`config.mk`:
```
export PLATFORM = sky130hd
export DESIGN_NAME = sram_like_arbiter
export DESIGN_NICKNAME = d
export VERILOG_FILES = /design/src/rtl/sram_like_arbiter_pkg.sv /design/src/rtl/sram_like_arbiter_tag_fifo.sv /design/src/rtl/sram_like_arbiter.sv
export SDC_FILE = /design/constraint.sdc
export NUM_CORES = 1
export LEC_CHECK = 0
export ABC_AREA = 1
export CAP_MARGIN = 20
export CORE_MARGIN = 5
export CORE_UTILIZATION = 25
export CTS_CLUSTER_SIZE = 24
export DETAILED_ROUTE_END_ITERATION = 10
export PLACE_DENSITY = 0.83
export SYNTH_ARGS = -nofsm -noshare
export SYNTH_HDL_FRONTEND = slang
export SYNTH_SLANG_ARGS = --single-unit
```
`constraint.sdc`:
```
create_clock -name clk -period 2.48 [get_ports clk]
set_input_delay 0.248 -clock clk [delete_from_list [all_inputs] [get_ports clk]]
set_output_delay 0.248 -clock clk [all_outputs]
set_load 0.01 [all_outputs]
```
`src/rtl/sram_like_arbiter_pkg.sv`:
```
// Shared types and constants for the SRAM-like instruction/data bus arbiter.
package sram_like_arbiter_pkg;

  typedef enum logic {
    SRC_INST = 1'b0,
    SRC_DATA = 1'b1
  } src_e;

  localparam int DEFAULT_OST_DEPTH = 4;

  // The count has to hold DEPTH itself, so it needs one more bit than a pointer.
  function automatic int cnt_width(input int depth);
    return $clog2(depth) + 1;
  endfunction

endpackage

```
`src/rtl/sram_like_arbiter_tag_fifo.sv`:
```
// In-order FIFO of 1-bit source tags, one entry per outstanding bus request.
module tag_fifo
  import sram_like_arbiter_pkg::*;
#(
  parameter int DEPTH = DEFAULT_OST_DEPTH
) (
  input  logic clk,
  input  logic reset,
  input  logic i_push,
  input  logic i_pop,
  input  logic i_data,
  output logic o_full,
  output logic o_empty,
  output logic o_head
);

  localparam int PW = $clog2(DEPTH);
  localparam int CW = cnt_width(DEPTH);
  localparam logic [CW-1:0] FULL_CNT = CW'(DEPTH);

  logic [PW-1:0] r_wrPtr;
  logic [PW-1:0] r_rdPtr;
  logic [CW-1:0] r_count;
  logic          r_mem [DEPTH];
  logic          w_doPush;
  logic          w_doPop;

  assign o_full   = (r_count == FULL_CNT);
  assign o_empty  = (r_count == '0);
  assign o_head   = r_mem[r_rdPtr];
  assign w_doPush = i_push & ~o_full;
  assign w_doPop  = i_pop & ~o_empty;

  // DEPTH is a power of two, so the pointers wrap by plain overflow.
  always_ff @(posedge clk or posedge reset) begin
    if (reset) begin
      r_wrPtr <= '0;
      r_rdPtr <= '0;
      r_count <= '0;
      for (int i = 0; i < DEPTH; i++) r_mem[i] <= 1'b0;
    end else begin
      if (w_doPush) begin
        r_mem[r_wrPtr] <= i_data;
        r_wrPtr        <= r_wrPtr + PW'(1);
      end
      if (w_doPop) r_rdPtr <= r_rdPtr + PW'(1);
      case ({w_doPush, w_doPop})
        2'b10:   r_count <= r_count + CW'(1);
        2'b01:   r_count <= r_count - CW'(1);
        default: r_count <= r_count;
      endcase
    end
  end

endmodule

```
`src/rtl/sram_like_arbiter.sv`:
```
// Merges instruction and data SRAM-like masters onto one in-order bus; data wins ties.
module sram_like_arbiter
  import sram_like_arbiter_pkg::*;
#(
  parameter int OST_DEPTH = DEFAULT_OST_DEPTH
) (
  input  logic        clk,
  input  logic        reset,
  input  logic        inst_sram_req,
  input  logic [31:0] inst_sram_addr,
  output logic        inst_sram_addr_ok,
  output logic        inst_sram_data_ok,
  input  logic        data_sram_req,
  input  logic        data_sram_wr,
  input  logic [3:0]  data_sram_wstrb,
  input  logic [31:0] data_sram_addr,
  input  logic [31:0] data_sram_wdata,
  output logic        data_sram_addr_ok,
  output logic        data_sram_data_ok,
  output logic [31:0] resp_rdata,
  output logic        bus_req,
  output logic        bus_wr,
  output logic [3:0]  bus_wstrb,
  output logic [31:0] bus_addr,
  output logic [31:0] bus_wdata,
  input  logic        bus_addr_ok,
  input  logic        bus_data_ok,
  input  logic [31:0] bus_rdata
);

  logic w_grantData;
  logic w_grantInst;
  logic w_full;
  logic w_empty;
  logic w_headTag;
  logic w_push;
  logic w_pop;
  logic w_accept;
  src_e w_pushTag;

  assign w_grantData = data_sram_req;
  assign w_grantInst = ~data_sram_req & inst_sram_req;
  assign w_pushTag   = w_grantData ? SRC_DATA : SRC_INST;

  // Full comes from registered state only, so a same-cycle pop never frees a slot early.
  assign bus_req   = (inst_sram_req | data_sram_req) & ~w_full;
  assign bus_addr  = w_grantData ? data_sram_addr  :
                     w_grantInst ? inst_sram_addr  : 32'h0;
  assign bus_wr    = w_grantData & data_sram_wr;
  assign bus_wstrb = w_grantData ? data_sram_wstrb : 4'h0;
  assign bus_wdata = w_grantData ? data_sram_wdata : 32'h0;

  assign w_accept          = bus_req & bus_addr_ok;
  assign data_sram_addr_ok = w_grantData & w_accept;
  assign inst_sram_addr_ok = w_grantInst & w_accept;

  assign w_push = w_accept;
  assign w_pop  = bus_data_ok & ~w_empty;

  // Responses come back in request order, so the FIFO head names the owner.
  assign inst_sram_data_ok = w_pop & (w_headTag == SRC_INST);
  assign data_sram_data_ok = w_pop & (w_headTag == SRC_DATA);
  assign resp_rdata        = bus_rdata;

  tag_fifo #(
    .DEPTH (OST_DEPTH)
  ) u_tagFifo (
    .clk     (clk),
    .reset   (reset),
    .i_push  (w_push),
    .i_pop   (w_pop),
    .i_data  (w_pushTag),
    .o_full  (w_full),
    .o_empty (w_empty),
    .o_head  (w_headTag)
  );

endmodule

```
==> summary.txt, run 1 <==
Global route
  • Largest net degree at the start of global routing: 74
  • Number of global-route vias before repair: 2193
  • GRT Util Overall: 15.09%
  • Number of antenna violations at the first check in global routing: 0
  • Global-route wire length before repair: between 10000 and 15000 um
  • Gr ovfl total: 0

Critical path
  • R2R Setup Slk: 0.56 ns
  • Critical Path Source Type: input port
  • Buf/Inv on CP: 3
  • Worst-path cell chain: clkdlybuf4s50_1 > buf_4 > nand3_1 > nand2_1 > clkdlybuf4s50_1
  • Crit path max fanout: 23
  • Data arrival, critical path: between 1.5 and 2 ns
  • CP endpoint kind: primary output
  • CP required: 2.23 ns
  • R2R cell count: 10
  • Slowest stage delay, CP: 0.56 ns
  • Most used cell, CP: clkdlybuf4s50_1
  • CP Class: input port to primary output
  • Largest delay share family, worst path: buffers and inverters
  • Slowest-stage cell, CP: clkdlybuf4s50_1
  • Critical R2R Capture: u_tagFifo.r_count[2]$_DFFE_PP0P_
  • R2r startpoint: u_tagFifo.r_count[0]$_DFFE_PP0P_

Drt
  • Pre-Repair DR Iteration Count: 4
  • DRC: 0
  • Via/cell ratio: 4.216
  • Post-Route WL: 7281 um
  • Initial detailed-routing violation count: 38
  • Avg WL per Cell: about 14 um
  • DRT antenna net count: 0
  • Vias post-DR: 2247

Clocking
  • Htree depth: 1
  • Post-CTS sizing: 0
  • Skew-Pair Late Insertion Delay: 0.25 ns
  • Setup repair bufs after CTS: 0
  • # hold bufs at CTS: 0
  • TritonCTS Buffers: 3
  • Worst-path clk slew: 0.06 ns
  • Clock sink count: 11
  • TritonCTS clock tree: yes
  • Clock Tree Buf Depth: 2
  • CTS root buffer: clkbuf_8

Finish
  • Most frequent cells in the layout: 179 x clkdlybuf4s50_1, 118 x nand2_1, 46 x inv_1
  • Commonest non-fill, non-tap cell in the layout: clkdlybuf4s50_1
  • Post-route cell area: 3390 sq um
  • Share of cells above drive strength 1: ~4.3%
  • # fillers: approximately 700
  • Diodes inserted: 0
  • Fin nets: 583
  • Final core occ: 49.62%
  • Layout area overhead: 91.45%

Die
  • I/O pin cnt: around 250
  • Initial core utilization: 25.92%
  • Area of the core: between 6000 and 7000 sq um
  • Die width: 94.16 um
  • Die height: about 94 um
  • Num rows: 30
  • Die area: 8865 sq um

Run status
  • Outcome: finished, final reports clean

STA
  • Worst clock skew: between 0.009 and 0.01 ns
  • Relative slew slack: 65.08%
  • Post-route minimum period: about 2.1 ns
  • WHS: 0.2909 ns
  • Final setup fails: 0
  • Setup TNS: 0 ns
  • Least-Margin Pin Slew: 0.5230 ns
  • RSZ-0062 raised after global routing: false
  • Hold Vio Cnt, Final: 0
  • Final Max Slew Viols: 0
  • Final worst path period share: 85.38%
  • Max Clock Freq: 472.3 MHz

Placed design
  • Gpl congestion: 0.7792
  • Placed cell area: 3344 sq um
  • Port Buf Inserts: 180
  • Dpl hpwl: around 6300 um

Logic synthesis
  • Dominant cell type by area after synthesis: nand2_1
  • Mapped Cells: slightly below 300
  • Yosys cell types: 26
  • Mapped Nets: 443
  • Share of the synthesized area in the top cell type: ~25%
  • Yosys warnings: 0
  • Netlist Area Pre-Place: ~1800 sq um
  • Synthesized flop and latch total: 11
  • Synth top area cells: nand2_1 25%, dfrtp_1 16%, buf_4 14%
  • Seq/Total Area, Yosys: 15.55%
  • Mean post-synth cell area: 5.941 sq um

Pwr
  • Peak supply drop: 0.4885 mV
  • Leak pwr: ~0.0017 uW
  • P per Cell Area: 444.1 nW/um^2

Flow run
  • Number of max-cap violations: 0

Worst hold path
  • Hold Path Class: input port to async pin
[cell type report]
type                    count  area [sq um]  share of cell area [%]
repair buffers            183          1832                   54.04
flip-flops and latches     11         275.3                   8.121
multi-input cells         189         927.1                   27.35
clock buffers               4         45.04                   1.329
inverters                  50         190.2                   5.611
well taps                  96         120.1                   3.544
[worst register-to-register path: stages, from the launching register on]
cell and delay (ns):
dfrtp_1 0.42, nor2_4 0.21, nand2_4 0.10, nand3_4 0.10, ha_1 0.16, inv_1 0.07
fa_1 0.39, nor2_1 0.12, nor2_1 0.05, nand2_1 0.07, xor2_1 0.15
[registers in the layout (all words and copies together) (netlist names)]
signal and count:
u_tagFifo.r_count 3, u_tagFifo.r_mem 4, u_tagFifo.r_rdPtr 2, u_tagFifo.r_wrPtr 2
[per-stage QoR]
step                setup slack (ns)  total power (uW)  std cells
finish                        0.3625              1505        533
global route                  0.2787              1639        533
CTS                           0.3416              1522        533
detailed placement            0.3039              1324        529
global placement              0.3391              1290        529
floorplan                     0.7373             912.5        298
[cells in the mapped netlist (all sizes together)]
master and n:
o211ai 1, o21ai 3, fa 1, nand4 8, dfrtp 11, nand2 121, ha 5, buf 48
xnor2 1, nor2 9, inv 50, nand3 35, xor2 3, a21oi 2
[how the worst max path moves through the flow]
stage / from / to / slack [ns] / cells after the start
after global routing: inst_sram_req / bus_addr[7] / 0.28 / 5
final: inst_sram_req / bus_addr[2] / 0.36 / 5
after CTS: inst_sram_req / bus_addr[2] / 0.34 / 5
after floorplan: u_tagFifo.r_count[0]$_DFFE_PP0P_ / u_tagFifo.r_count[2]$_DFFE_PP0P_ / 0.74 / 10
after detailed placement: inst_sram_req / u_tagFifo.r_count[2]$_DFFE_PP0P_ / 0.30 / 11
after global placement: inst_sram_req / bus_addr[2] / 0.34 / 5
[power breakdown]
group,internal (uW),switching [uW],total [uW],leakage [uW]
Clock,113,75.0,188,0.0000228
Combinational,508,449,957,0.00158
Sequential,271,88.4,360,0.000134
[cell families after synthesis]
kind of cell,share of synthesized area [%]
adder cells (fa/ha/maj),4.664
AND/OR/NAND/NOR,42.83
flip-flops,15.55
XOR/XNOR,2.403
buffers and inverters,32.08
AO/OA/AOI/OAI,2.473
[metal layers]
layer | routed length, um | GRT usage [%] | share of wire (%) | vias up
li1 | - | - | - | 1136
met2 | 3796 | 28.55 | 52 | 120
met3 | 779 | 4.487 | 11 | 7
met5 | 0 | 0 | 0 | -
met4 | 69 | 2.768 | 0.95 | 0
met1 | 2635 | 16.56 | 36 | 984
No activity file was read; power rests on OpenSTA's default activity.
==> run 2, diff against run 1 <==
--- a/config.mk
+++ b/config.mk
@@ -7,11 +7,11 @@
 export LEC_CHECK = 0
 export ABC_AREA = 1
 export CAP_MARGIN = 20
-export CORE_MARGIN = 5
-export CORE_UTILIZATION = 25
+export CORE_AREA = 2 2 95 97
 export CTS_CLUSTER_SIZE = 24
 export DETAILED_ROUTE_END_ITERATION = 10
-export PLACE_DENSITY = 0.83
+export DIE_AREA = 0 0 97 99
+export PLACE_DENSITY = 0.7
 export SYNTH_ARGS = -nofsm -noshare
 export SYNTH_HDL_FRONTEND = slang
 export SYNTH_SLANG_ARGS = --single-unit
==> run 2 against run 1 <==
  * Sequential cell count stayed put
  * Die area is 8.3% higher
  * Global-route usage is 1.4 points lower
  * Total power is 0.82% lower
  * Register-to-register slack better by 0.02 ns
  * Critical path depth stayed put
  * Non-clock buffer count is 2 higher
  * Clock skew is 0.0064 ns lower
  * Clock power is 2% lower
  * Wire length is 2.2% lower
  * Fmax is 1.4% lower
  * Core utilization is 9.8 points lower
  * Critical endpoint unchanged
==> summary.txt, run 2 (same netlist as run 1, synthesis figures left out) <==
Pwr
  • Switching Fraction: 40.28%
  • Clk network pwr share: about an eighth
  • Gate power share: between 60% and 70%
  • Leak pwr: 0.001742 uW
  • Internal power: around 900 uW
  • Peak supply drop: 0.4920 mV
  • Register share of total power: 24.1%
  • Power, Total: around 1500 uW
  • Sw Pwr: 601.4 uW
  • P per Cell Area: 438.2 nW/um^2

Drt
  • Via/cell ratio: about 4.0
  • Pre-Repair DR Iteration Count: 4
  • DRC: 0
  • Initial detailed-routing violation count: approximately 110
  • Avg WL per Cell: 13.01 um
  • Post-Route WL: 7119 um
  • Vias post-DR: approximately 2200
  • DRT antenna net count: 0

Clocking
  • Skew-Pair Late Insertion Delay: 0.24 ns
  • # hold bufs at CTS: 0
  • TritonCTS clock tree: yes
  • Htree depth: 1
  • Clock sink count: 11
  • CTS root buffer: clkbuf_8
  • Post-CTS sizing: 0
  • Setup repair bufs after CTS: 0
  • Clock Tree Buf Depth: 2
  • Worst-path clk slew: 0.05 ns
  • TritonCTS Buffers: 3

Finish
  • Share of cells above drive strength 1: 4.784%
  • # fillers: 881
  • Fin nets: 585
  • Max reg flops: 4
  • Reg with most FFs: u_tagFifo.r_mem
  • Layout area overhead: 92.44%
  • Regs by FF count: u_tagFifo.r_mem x4, u_tagFifo.r_count x3
  • Diodes inserted: 0
  • Most frequent cells in the layout: 179 x clkdlybuf4s50_1, 118 x nand2_1, 46 x inv_1
  • Commonest non-fill, non-tap cell in the layout: clkdlybuf4s50_1

Die
  • Die height: 99 um
  • Initial core utilization: 20.71%
  • Area of the core: 8551 sq um
  • Num rows: 34
  • Die area: approximately 9600 sq um
  • Die width: about 97 um
  • I/O pin cnt: 245

Critical path
  • R2r startpoint: u_tagFifo.r_count[0]$_DFFE_PP0P_
  • Crit path max fanout: 21
  • CP Class: input port to primary output
  • Slowest-stage cell, CP: clkdlybuf4s50_1
  • Buf/Inv on CP: 3
  • Data arrival, critical path: about 1.9 ns
  • CP endpoint kind: primary output
  • Largest delay share family, worst path: buffers and inverters
  • Worst-path cell chain: clkdlybuf4s50_1 > buf_4 > nand3_1 > nand2_1 > clkdlybuf4s50_1
  • CP required: approximately 2.2 ns
  • Critical Path Source Type: input port
  • Worst Setup SP: inst_sram_req
  • Most used cell, CP: clkdlybuf4s50_1
  • Slowest stage delay, CP: 0.56 ns

Placed design
  • Dpl hpwl: 6127 um
  • Port Buf Inserts: 180
  • Setup WS pre-CTS: 0.2967 ns
  • Gpl congestion: 0.8208

Global route
  • Number of antenna violations at the first check in global routing: 1
  • GRT Util Overall: 13.73%
  • Gr ovfl total: 0
  • Number of global-route vias before repair: 2204
  • Largest net degree at the start of global routing: 46
  • Global-route wire length before repair: 11100 um

STA
  • Setup TNS: 0 ns
  • Relative slew slack: 64.36%
  • RSZ-0062 raised after global routing: false
  • Worst clock skew: ~0.0030 ns
  • Post-route minimum period: 2.148 ns
  • Hold Vio Cnt, Final: 0
  • Least-Margin Pin Slew: about 0.53 ns
  • Final setup fails: 0
  • Final Max Slew Viols: 0
  • Final worst path period share: between 80% and 90%
  • Max Clock Freq: 465.6 MHz
  • Worst Setup Slack, final: 0.3323 ns

Flow run
  • Number of max-cap violations: 0

Run status
  • Outcome: finished, final reports clean

Worst hold path
  • Hold Path Class: input port to async pin
run 2: cell count changes in the layout (fill, tap and decap cells not counted), sizes merged:
cell  previous run  this run
buf              4         6
run 2: worst paths after layout:
path | endpoint | slack, ns | cells after the start
max in group asynchronous | u_tagFifo.r_wrPtr[0]$_DFFE_PP0P_ | 1.89 | 2
worst min register to register | u_tagFifo.r_mem[3]$_DFFE_PP0P_ | 0.49 | 2
min in group clk | u_tagFifo.r_mem[3]$_DFFE_PP0P_ | 0.49 | 2
worst max-delay path | bus_addr[2] | 0.33 | 5
worst min-delay path | u_tagFifo.r_rdPtr[0]$_DFFE_PP0P_ | 0.29 | 2
worst max register to register | u_tagFifo.r_count[2]$_DFFE_PP0P_ | 0.58 | 10
run 2: metrics by stage:
stage	cell area [sq um]	utilization [%]	hold slack [ns]	cells
6_report	3407	39.84	0.2930	547
4_1_cts	3407	39.84	0.3084	547
3_3_place_gp	3362	39.32	0.4735	543
5_1_grt	3407	39.84	0.3617	547
3_5_place_dp	3362	39.32	0.4808	543
2_1_floorplan	1770	-	0.1004	298
run 2: area by class of cell:
class                   instances  area [sq um]  area share, %
repair buffers                185          1834          53.84
flip-flops and latches         11         275.3          8.079
multi-input cells             189         927.1          27.21
well taps                     108         135.1          3.966
inverters                      50         190.2          5.582
clock buffers                   4         45.04          1.322
run 2: routing by layer:
| layer | vias up | routed length, um | track usage, % |
|---|---|---|---|
| met5 | - | 13 | 0 |
| met4 | 2 | 91 | 3.142 |
| met1 | 935 | 2675 | 15.41 |
| li1 | 1139 | - | - |
| met2 | 113 | 3773 | 25.85 |
| met3 | 9 | 565 | 3.688 |
run 2: power groups by stage:
stage               Clock (uW)  Sequential [uW]  Combinational (uW)
finish                     184              360                 949
global route               197              374                1060
CTS                        185              360                 962
detailed placement           0              362                 954
global placement             0              356                 934
floorplan                    0              342                 570
==> run 3, diff against run 2 <==
--- a/config.mk
+++ b/config.mk
@@ -7,11 +7,14 @@
 export LEC_CHECK = 0
 export ABC_AREA = 1
 export CAP_MARGIN = 20
-export CORE_AREA = 2 2 95 97
+export CELL_PAD_IN_SITES_DETAIL_PLACEMENT = 1
+export CELL_PAD_IN_SITES_GLOBAL_PLACEMENT = 1
+export CORE_ASPECT_RATIO = 1.4
+export CORE_MARGIN = 2
+export CORE_UTILIZATION = 14
 export CTS_CLUSTER_SIZE = 24
 export DETAILED_ROUTE_END_ITERATION = 10
-export DIE_AREA = 0 0 97 99
-export PLACE_DENSITY = 0.7
+export PLACE_DENSITY_LB_ADDON = 0.1
 export SYNTH_ARGS = -nofsm -noshare
 export SYNTH_HDL_FRONTEND = slang
 export SYNTH_SLANG_ARGS = --single-unit
==> run 3 against run 2 <==
  * Register-to-register slack lost 0.03 ns
  * Critical path depth is the same
  * Total power grew 9.0%
  * Non-clock buffer count is the same
  * Combinational power grew 2.8%
  * Wire length grew 25%
  * Largest power group unchanged
  * Sequential power is essentially flat
==> summary.txt, run 3 (same netlist as run 1, synthesis figures left out) <==
Finish
  • Share of cells above drive strength 1: 4.784%
  • Layout area overhead: 97.31%
  • Most frequent cells in the layout: 179 x clkdlybuf4s50_1, 118 x nand2_1, 46 x inv_1
  • Max reg flops: 4
  • Post-route cell area: approximately 3500 sq um
  • Regs by FF count: u_tagFifo.r_mem x4, u_tagFifo.r_count x3
  • Commonest non-fill, non-tap cell in the layout: clkdlybuf4s50_1
  • Diodes inserted: 0
  • Reg with most FFs: u_tagFifo.r_mem
  • Fin nets: 585

Clocking
  • TritonCTS clock tree: yes
  • Post-CTS sizing: 0
  • CTS root buffer: clkbuf_16
  • TritonCTS Buffers: 3
  • # hold bufs at CTS: 0
  • Htree depth: 1
  • Skew-Pair Late Insertion Delay: 0.24 ns
  • Worst-path clk slew: 0.04 ns
  • Clock Tree Buf Depth: 2
  • Clock sink count: 11
  • Setup repair bufs after CTS: 0

Drt
  • DRT antenna net count: 0
  • Pre-Repair DR Iteration Count: 4
  • Post-Route WL: ~8900 um
  • Avg WL per Cell: 15.08 um
  • Vias post-DR: roughly 2300
  • Via/cell ratio: between 3 and 4
  • DRC: 0
  • Initial detailed-routing violation count: 49

Global route
  • GRT Util Overall: 12.03%
  • Gr ovfl total: 0
  • Global-route wire length before repair: 12860 um
  • Number of global-route vias before repair: 2233
  • Number of antenna violations at the first check in global routing: 0
  • Largest net degree at the start of global routing: 46

STA
  • Hold Vio Cnt, Final: 0
  • RSZ-0062 raised after global routing: false
  • Max Clock Freq: 473.7 MHz
  • Post-route minimum period: 2.111 ns
  • Setup TNS: 0 ns
  • Relative slew slack: 58.97%
  • Final worst path period share: 85.13%
  • Worst clock skew: 0.001675 ns
  • Least-Margin Pin Slew: between 0.6 and 0.7 ns
  • Worst Setup Slack, final: ~0.37 ns
  • Final Max Slew Viols: 0
  • Final setup fails: 0

Run status
  • Outcome: finished, final reports clean

Die
  • Initial core utilization: between 10 and 15%
  • Die area: roughly 14000 sq um
  • Die height: 137.1 um
  • Die width: roughly 99 um
  • I/O pin cnt: 245
  • Num rows: 48
  • Area of the core: 12310 sq um

Critical path
  • CP Class: input port to primary output
  • Data arrival, critical path: 1.86 ns
  • Critical Path Source Type: input port
  • CP required: 2.23 ns
  • Crit path max fanout: 17
  • Worst Setup SP: inst_sram_req
  • Worst setup path end: bus_addr[0]
  • R2R Setup Slk: ~0.55 ns
  • R2r startpoint: u_tagFifo.r_count[0]$_DFFE_PP0P_
  • R2R cell count: 10
  • Critical R2R Capture: u_tagFifo.r_count[2]$_DFFE_PP0P_
  • CP endpoint kind: primary output

Placed design
  • Gpl congestion: 0.7561
  • Dpl hpwl: 7262 um
  • Setup WS pre-CTS: 0.2842 ns
  • Placed cell area: 3415 sq um
  • Port Buf Inserts: 180

Worst hold path
  • Hold Path Class: input port to async pin

Pwr
  • Peak supply drop: between 0.4 and 0.5 mV
  • Leak pwr: around 0.0018 uW
  • P per Cell Area: 465.8 nW/um^2

Flow run
  • Number of max-cap violations: 0
[run 3: cell counts in the layout (fill, tap and decap cells not counted)]
No cell type changed its count.
[run 3: final cells by class]
| type | count | area, sq um |
|---|---|---|
| Fill cell | 1513 | 8818 |
| Timing Repair Buffer | 185 | 1834 |
| Multi-Input combinational cell | 189 | 927.1 |
| Sequential cell | 11 | 275.3 |
| Inverter | 50 | 190.2 |
| Tap cell | 150 | 187.7 |
| Clock buffer | 4 | 78.83 |
[run 3: where the power goes]
part,switching [uW],leakage [uW],total [uW],internal (uW)
registers,85.8,0.000134,358,272
clock network,77.9,0.0000382,294,216
logic,466,0.00159,976,510
[run 3: layer usage]
layer,routed length [um],vias up,global-route usage (%)
li1,-,1140,-
met1,3255,1016,13.48
met2,5029,87,23.65
met3,507,16,2.196
met4,89,0,1.903
met5,0,-,0
[run 3: worst min path at each step]
stage,startpoint,to,slack (ns),cells after the start
6_report,reset,u_tagFifo.r_rdPtr[0]$_DFFE_PP0P_,0.33,2
5_1_grt,reset,u_tagFifo.r_rdPtr[0]$_DFFE_PP0P_,0.38,2
4_1_cts,reset,u_tagFifo.r_count[2]$_DFFE_PP0P_,0.34,2
3_5_place_dp,u_tagFifo.r_mem[2]$_DFFE_PP0P_,u_tagFifo.r_mem[2]$_DFFE_PP0P_,0.48,2
3_3_place_gp,u_tagFifo.r_mem[3]$_DFFE_PP0P_,u_tagFifo.r_mem[3]$_DFFE_PP0P_,0.48,2
2_1_floorplan,reset,u_tagFifo.r_count[0]$_DFFE_PP0P_,0.10,1
[run 3: stage by stage]
| step | hold slack (ns) | utilization, % | instances | total power, uW |
|---|---|---|---|---|
| after floorplan | 0.1004 | - | 298 | 912.5 |
| after global placement | 0.4766 | 27.73 | 585 | 1333 |
| after detailed placement | 0.4795 | 27.73 | 585 | 1344 |
| after CTS | 0.3405 | 28.37 | 589 | 1666 |
| after global routing | 0.3804 | 28.37 | 589 | 1775 |
| final | 0.3321 | 28.37 | 589 | 1627 |
[run 3: critical path, stage by stage]
cell             delay [ns]
clkdlybuf4s50_1        0.54
buf_4                  0.27
nand3_1                0.13
nand2_1                0.12
clkdlybuf4s50_1        0.55
